File: src/rtl/mist_io_spi_master.sv
// SPI master for the user_io configuration link: one command byte plus 0-4 payload bytes,
// mode 0, MSB first, with MISO bits collected into a right-aligned 32-bit window.
module mist_io_spi_master #(
  parameter int unsigned ClkDiv = 4
) (
  input  logic        clk_i,
  input  logic        rst_ni,
  input  logic        cmd_valid_i,
  output logic        cmd_ready_o,
  input  logic [7:0]  cmd_i,
  input  logic [31:0] payload_i,
  input  logic [2:0]  len_i,
  output logic [31:0] rx_data_o,
  output logic        rx_valid_o,
  output logic        busy_o,
  output logic        spi_sck_o,
  output logic        spi_ss_n_o,
  output logic        spi_mosi_o,
  input  logic        spi_miso_i
);

  localparam int unsigned CntW = $clog2(ClkDiv + 1);
  localparam logic [CntW-1:0] CntLast = CntW'(ClkDiv - 1);

  typedef enum logic [2:0] {StIdle, StSetup, StHigh, StLow, StGap} state_e;

  state_e          state_q;
  logic [CntW-1:0] cnt_q;
  logic [5:0]      bit_cnt_q;
  logic [5:0]      nbits_q;
  logic [39:0]     sr_q;
  logic [31:0]     rx_q;
  logic            ready_q;
  logic            rx_valid_q;
  logic            sck_q;
  logic            ss_n_q;
  logic            mosi_q;

  logic [2:0] len_clamped;
  logic [5:0] nbits_req;

  always_comb begin
    len_clamped = (len_i > 3'd4) ? 3'd4 : len_i;
    nbits_req   = {len_clamped, 3'b000} + 6'd8;
  end

  always_ff @(posedge clk_i or negedge rst_ni) begin
    if (!rst_ni) begin
      state_q    <= StIdle;
      cnt_q      <= '0;
      bit_cnt_q  <= '0;
      nbits_q    <= '0;
      sr_q       <= '0;
      rx_q       <= '0;
      ready_q    <= 1'b1;
      rx_valid_q <= 1'b0;
      sck_q      <= 1'b0;
      ss_n_q     <= 1'b1;
      mosi_q     <= 1'b0;
    end else begin
      rx_valid_q <= 1'b0;
      unique case (state_q)
        StIdle: begin
          if (cmd_valid_i) begin
            state_q   <= StSetup;
            ready_q   <= 1'b0;
            cnt_q     <= '0;
            bit_cnt_q <= '0;
            nbits_q   <= nbits_req;
            sr_q      <= {cmd_i, payload_i};
            rx_q      <= '0;
            ss_n_q    <= 1'b0;
            mosi_q    <= cmd_i[7];
          end
        end
        StSetup, StHigh, StLow, StGap: begin
          if (cnt_q != CntLast) begin
            cnt_q <= cnt_q + 1'b1;
          end else begin
            cnt_q <= '0;
            if (state_q == StHigh) begin
              state_q <= StLow;
              sck_q   <= 1'b0;
              // The final low phase holds the last bit on MOSI.
              if (bit_cnt_q != nbits_q) begin
                sr_q   <= {sr_q[38:0], 1'b0};
                mosi_q <= sr_q[38];
              end
            end else if (state_q == StGap) begin
              state_q    <= StIdle;
              ready_q    <= 1'b1;
              rx_valid_q <= 1'b1;
            end else if (state_q == StLow && bit_cnt_q == nbits_q) begin
              state_q <= StGap;
              ss_n_q  <= 1'b1;
              mosi_q  <= 1'b0;
            end else begin
              state_q   <= StHigh;
              sck_q     <= 1'b1;
              bit_cnt_q <= bit_cnt_q + 6'd1;
              rx_q      <= {rx_q[30:0], spi_miso_i};
            end
          end
        end
        default: state_q <= StIdle;
      endcase
    end
  end

  assign cmd_ready_o = ready_q;
  assign busy_o      = ~ready_q;
  assign rx_data_o   = rx_q;
  assign rx_valid_o  = rx_valid_q;
  assign spi_sck_o   = sck_q;
  assign spi_ss_n_o  = ss_n_q;
  assign spi_mosi_o  = mosi_q;

endmodule

File: config.mk
export PLATFORM = sky130hd
export DESIGN_NAME = mist_io_spi_master
export DESIGN_NICKNAME = d
export VERILOG_FILES = /design/src/rtl/mist_io_spi_master.sv
export SDC_FILE = /design/constraint.sdc
export NUM_CORES = 1
export LEC_CHECK = 0
export ABC_AREA = 1
export BUFFER_PORTS_ARGS = -buffer_cell sky130_fd_sc_hd__buf_2
export CORE_UTILIZATION = 41
export DETAILED_ROUTE_END_ITERATION = 10
export PLACE_DENSITY = 0.68
export SYNTH_ARGS = -nofsm -noshare
export SYNTH_HDL_FRONTEND = slang
export SYNTH_SLANG_ARGS = --single-unit
File: constraint.sdc
create_clock -name clk_i -period 2.2 [get_ports clk_i]
set_input_delay 0.22 -clock clk_i [delete_from_list [all_inputs] [get_ports clk_i]]
set_output_delay 0.22 -clock clk_i [all_outputs]
set_load 0.005 [all_outputs]
=== After elaboration in Yosys (flattened, before gate mapping) ===
Index checks and enable logic that the tools add are counted.

* Bits in registers: 94
* Output and inout port bits: 38
* Word-level logic and storage cells: 102

* $add $sub $neg: 3
* $lt $le $gt $ge: 1
* Eq/ne operators: 21
* Multiplexer cells: 51
* Bitwise operators: 2
* Reductions and logical operators: 13

{| class="wikitable"
|+ Operators by type and width
! kind !! count
|-
| $mux W32 || 5
|-
| $mux W39 || 4
|-
| $pmux W39 S2 || 1
|-
| $pmux W32 S2 || 1
|-
| $mux W6 || 5
|-
| $mux W3 || 8
|-
| $ne A2 B2 Y1 const B || 11
|-
| $mux W1 || 21
|-
| $reduce_and A6 Y1 || 3
|-
| $pmux W3 S2 || 2
|-
| $pmux W6 S2 || 1
|-
| $reduce_and A5 Y1 || 2
|-
| $ne A3 B3 Y1 const B || 3
|-
| $add A6 B1 Y6 const B || 1
|-
| $add A6 B4 Y6 const B || 1
|-
| $eq A3 B2 Y1 const B || 2
|-
| $eq A6 B6 Y1 || 1
|-
| $ne A6 B6 Y1 || 1
|-
| $pmux W1 S2 || 3
|-
| $reduce_and A2 Y1 || 3
|-
| $reduce_and A4 Y1 || 1
|-
| $reduce_or A4 Y1 || 1
|-
| $add A3 B1 Y3 const B || 1
|-
| $eq A3 B1 Y1 const B || 1
|-
| other kinds (7) || 8
|}

=== Longest topological paths before layout ===
* Depth in word-level cells: 7
* Gate-level depth with buffers: 14

=== Worst setup path after synthesis ===
No wires, ideal clock.

* Path kind: reg-to-reg
* Start point: register bit_cnt_q[0]
* End point: register sr_q[18]
* Setup time: 117 ps
* Data arrival time: 1,512 ps
* Slack: 571 ps
* Stages on the path, launching flop included: 14
* Clock period less this slack: 1,629 ps
* Cell sequence: dfrtp_1 inv_1 ha_1 inv_1 nor2_1 nand2_1 nor2_1 nand2_1 nand2_1 nand2_1 buf_2 buf_2 nand3_1 nand2_1

* Word-level cells in the longest chain between the ends: 3

{| class="wikitable"
|+ RTL lines
! what !! RTL line !! RTL
|-
| from (decl) || 29 || <nowiki>logic [5:0] bit_cnt_q;</nowiki>
|-
| from (signal assigned) || 100 || <nowiki>bit_cnt_q <= bit_cnt_q + 6'd1;</nowiki>
|-
| $ne A6 B6 Y1 || 85 || <nowiki>if (bit_cnt_q != nbits_q) begin</nowiki>
|-
| $ne A2 B2 Y1 (no line) || n/a ||
|-
| $reduce_and A5 Y1 (no line) || n/a ||
|-
| to (signal assigned) || 70 || <nowiki>sr_q <= {cmd_i, payload_i};</nowiki>
|-
| to (signal assigned) || 86 || <nowiki>sr_q <= {sr_q[38:0], 1'b0};</nowiki>
|-
| to (decl) || 31 || <nowiki>logic [39:0] sr_q;</nowiki>
|}

Every way passes these cells.
A chain may end at the register's enable or synchronous reset.

=== Worst setup path after layout ===
* Start point: register bit_cnt_q[0]
* End point: register rx_q[30], in the netlist rx_data_o[30]

* Word-level cells in the longest chain between the ends: 4

{| class="wikitable"
|+ RTL lines
! what !! RTL line !! RTL
|-
| $eq A6 B6 Y1 || 93 || <nowiki>end else if (state_q == StLow && bit_cnt_q == nbits_q) begin</nowiki>
|-
| $logic_and A1 B1 Y1 || 93 ||
|-
| $ne A2 B2 Y1 (no line) || n/a ||
|-
| $reduce_and A6 Y1 (no line) || n/a ||
|-
| to (signal assigned) || 101 || <nowiki>rx_q <= {rx_q[30:0], spi_miso_i};</nowiki>
|-
| to (decl) || 32 || <nowiki>logic [31:0] rx_q;</nowiki>
|}

Every way passes these cells.

==> metrics.md <==
| Metric | Value |
|---|---|
| Total number of vias | `3,987` |
| Global-route wire length before repair | `17,100 um` |
| Hold-fix buffers, CTS | `1` |
| Layout cells sized above 1 | `18.3%` |
| Pin count of the biggest net entering global routing | `45` |
| Syn Area/Cell | `7.54 sq um` |
| Sw Ratio | `roughly 24%` |
| Core footprint | `approximately 10,000 sq um` |
| Clock root buffer | `clkbuf_8` |
| Post-CTS setup buffers | `0` |
| Cts bufs inserted | `9` |
| Most common cell after layout, fill and taps aside | `nand2_1` |
| Die footprint | `~11,000 sq um` |
| Slew margin rel. | `between 60% and 70%` |
| CP Capture Type | `flop` |
| Synth Warn # | `0` |
| Yosys cell types | `26` |
| Antenna viol nets, final | `0` |
| Post-route clock period utilization | `approximately nine tenths` |
| Fill cell count | `1,031` |
| Worst R2R Start | `bit_cnt_q[0]$_DFFE_PN0P_` |
| GRT Util Overall | `18.8%` |
| Crit Path Max Fanout | `34` |
| Setup TNS | `0 ns` |
| Synthesized instance count | `slightly below 600` |
| CP required | `2.45 ns` |
| Syn nets | `approximately 640` |
| Highest-count cells in the layout ignoring fill and taps | `nand2_1, dfrtp_1, nand3_1, buf_2` |
| Reg clk slew, reported paths | `around 0.090 ns` |
| Peak Freq | `slightly above 500 MHz` |
| HP Class | `primary input to flop` |
| Count of final max-slew check failures | `0` |
| Bufs on Longest Clock Path | `2` |
| Num Clock Sinks | `91` |
| Switching component of the power | `688 uW` |
| Wire per inst | `between 10 and 15 um` |
| Initial antenna violation count | `0` |
| # port buffers | `84` |
| Critical path origin | `bit_cnt_q[0]$_DFFE_PN0P_` |
| Site Rows | `37` |
| Comb power frac | `3.4%` |
| Total grt overflow | `0` |
| Clock power share | `37.3%` |
| Fin. Hold Viols | `0` |
| Initial cell density of the core | `42.5%` |
| Worst Path Arrival | `2.21 ns` |
| Crit path time final | `1.95 ns` |
| Number of gates resized after CTS | `0` |
| H-tree depth | `3` |
| Worst setup SP type | `flop` |
| Die width | `106 um` |
| Die Y | `106 um` |
| Synthesized flop and latch total | `91` |
| Ant diodes | `0` |
| Vias in the first global route | `3,785` |
| PwrDens | `550 nW/um^2` |
| Nets@finish | `712` |
| Status | `complete, no violations` |
| Maximum VDD drop | `321 uV` |
| RSZ-0062 raised after global routing | `no` |
| Drt initial violations | `184` |
| Final Setup Violations | `0` |
| Min-delay src | `spi_miso_i` |
| Final Skew | `0.0157 ns` |
| Dpl hpwl | `6440 um` |
| Worst-Skew Late Latency | `roughly 0.36 ns` |
| Actual slew at the worst max-slew pin | `0.577 ns` |
| CP Class | `flop to flop` |
| Area delta synth->final | `16.8%` |
| Max-cap violations | `0` |
| First-pass DRT Iterations | `4` |
| Synth Cell Area | `4410 sq um` |
| GP Congestion | `approximately 0.84` |
| Post-Route WL | `9690 um` |
| Sequential-to-total area share from yosys stat | `51.7%` |
| Power, Total | `2830 uW` |
| Static Leak | `around 0.0030 uW` |
| Int Pwr | `2150 uW` |
| Share of power burned in registers | `between 50% and 60%` |
| CTS tree | `built` |
| Via density per instance | `4.97` |
| # DRC | `0` |
| Number of I/O pins | `85` |
==> flip-flops by register name, indices dropped and copies added (netlist names) <==
register     cells
bit_cnt_q        6
cmd_ready_o      1
cnt_q            3
nbits_q          3
rx_data_o       32
rx_valid_o       1
spi_mosi_o       1
spi_sck_o        1
spi_ss_n_o       1
sr_q            39
state_q          3
==> layer usage <==
metal	vias to the layer above	wire length, um	GRT usage [%]
met5	-	0	0
met4	0	150	6.94
met3	17	560	3.53
met2	131	4520	30.3
met1	1862	4460	25.1
li1	1977	-	-
==> synthesized netlist by cell type, drive strengths merged <==
cell,n,area share (%)
dfrtp,89,51
buf,24,3.3
nor2,20,1.8
a21oi,3,0.43
nand3,87,10
nor3,1,0.11
clkbuf,7,0.60
xor2,2,0.40
xnor2,2,0.40
dfstp,2,1.2
inv,23,2.0
nor3b,1,0.17
a22o,1,0.20
or2,1,0.14
o21ai,9,1.0
nand2,309,26
ha,4,1.1
==> worst max-delay path, stage by stage, from the launching register on <==
cell and delay [ns]:
dfrtp_1 0.42, inv_1 0.08, ha_1 0.15, inv_1 0.04
nor2_1 0.08, nand2_1 0.05, nor2_1 0.16, nand3_2 0.20
nand2_1 0.17, inv_2 0.23, nand3_1 0.19, nand2_1 0.07
==> per-stage QoR <==
step	setup slack [ns]	util, %	cells	area, sq um	hold slack, ns
global route	0.0269	49.7	802	5150	0.114
finish	0.248	49.7	802	5150	0.0995
global placement	0.377	47.8	785	4960	0.254
CTS	0.248	49.7	802	5150	0.0845
floorplan	0.571	-	585	4410	-0.0756
detailed placement	0.273	47.8	785	4960	0.266
==> cell type report <==
type	count	area (sq um)	share of cell area (%)
sequential	91	2280	44.3
multi-input combinational	440	1870	36.3
timing repair buffer	96	566	11.0
tap	136	170	3.30
clock buffer	9	124	2.41
inverter	23	86.3	1.68
clock inverter	7	55.1	1.07
==> worst paths after layout <==
check,endpoint,slack (ns),cells past startpoint
max,rx_data_o[30]$_DFFE_PN0P_,0.25,11
min,rx_data_o[0]$_DFFE_PN0P_,0.1,3
max reg2reg,rx_data_o[30]$_DFFE_PN0P_,0.25,11
min reg2reg,spi_ss_n_o$_DFFE_PN1P_,0.47,2
max in group asynchronous,bit_cnt_q[4]$_DFFE_PN0P_,1.14,3
min in group asynchronous,rx_data_o[1]$_DFFE_PN0P_,0.39,2
==> power groups by stage <==
stage | Combinational, uW | Sequential (uW) | Clock [uW]
after floorplan | 7.88 | 1710 | 0
after global placement | 96.9 | 1710 | 0
after detailed placement | 97.7 | 1710 | 0
after CTS | 99.0 | 1680 | 1090
after global routing | 110 | 1680 | 1160
final | 95.0 | 1680 | 1060
==> kinds of logic (layout without fill, tap and decap cells) <==
logic type               after synthesis  after routing  share of synthesized area [%]
AO/OA/AOI/OAI                         13             13                           1.65
XOR/XNOR                               4              4                          0.795
buffers and inverters                 54            135                           5.88
flip-flops                            91             91                           51.7
AND/OR/NAND/NOR                      419            419                           38.8
adder cells (fa/ha/maj)                4              4                           1.14
Power figures use the tool's default switching activity.
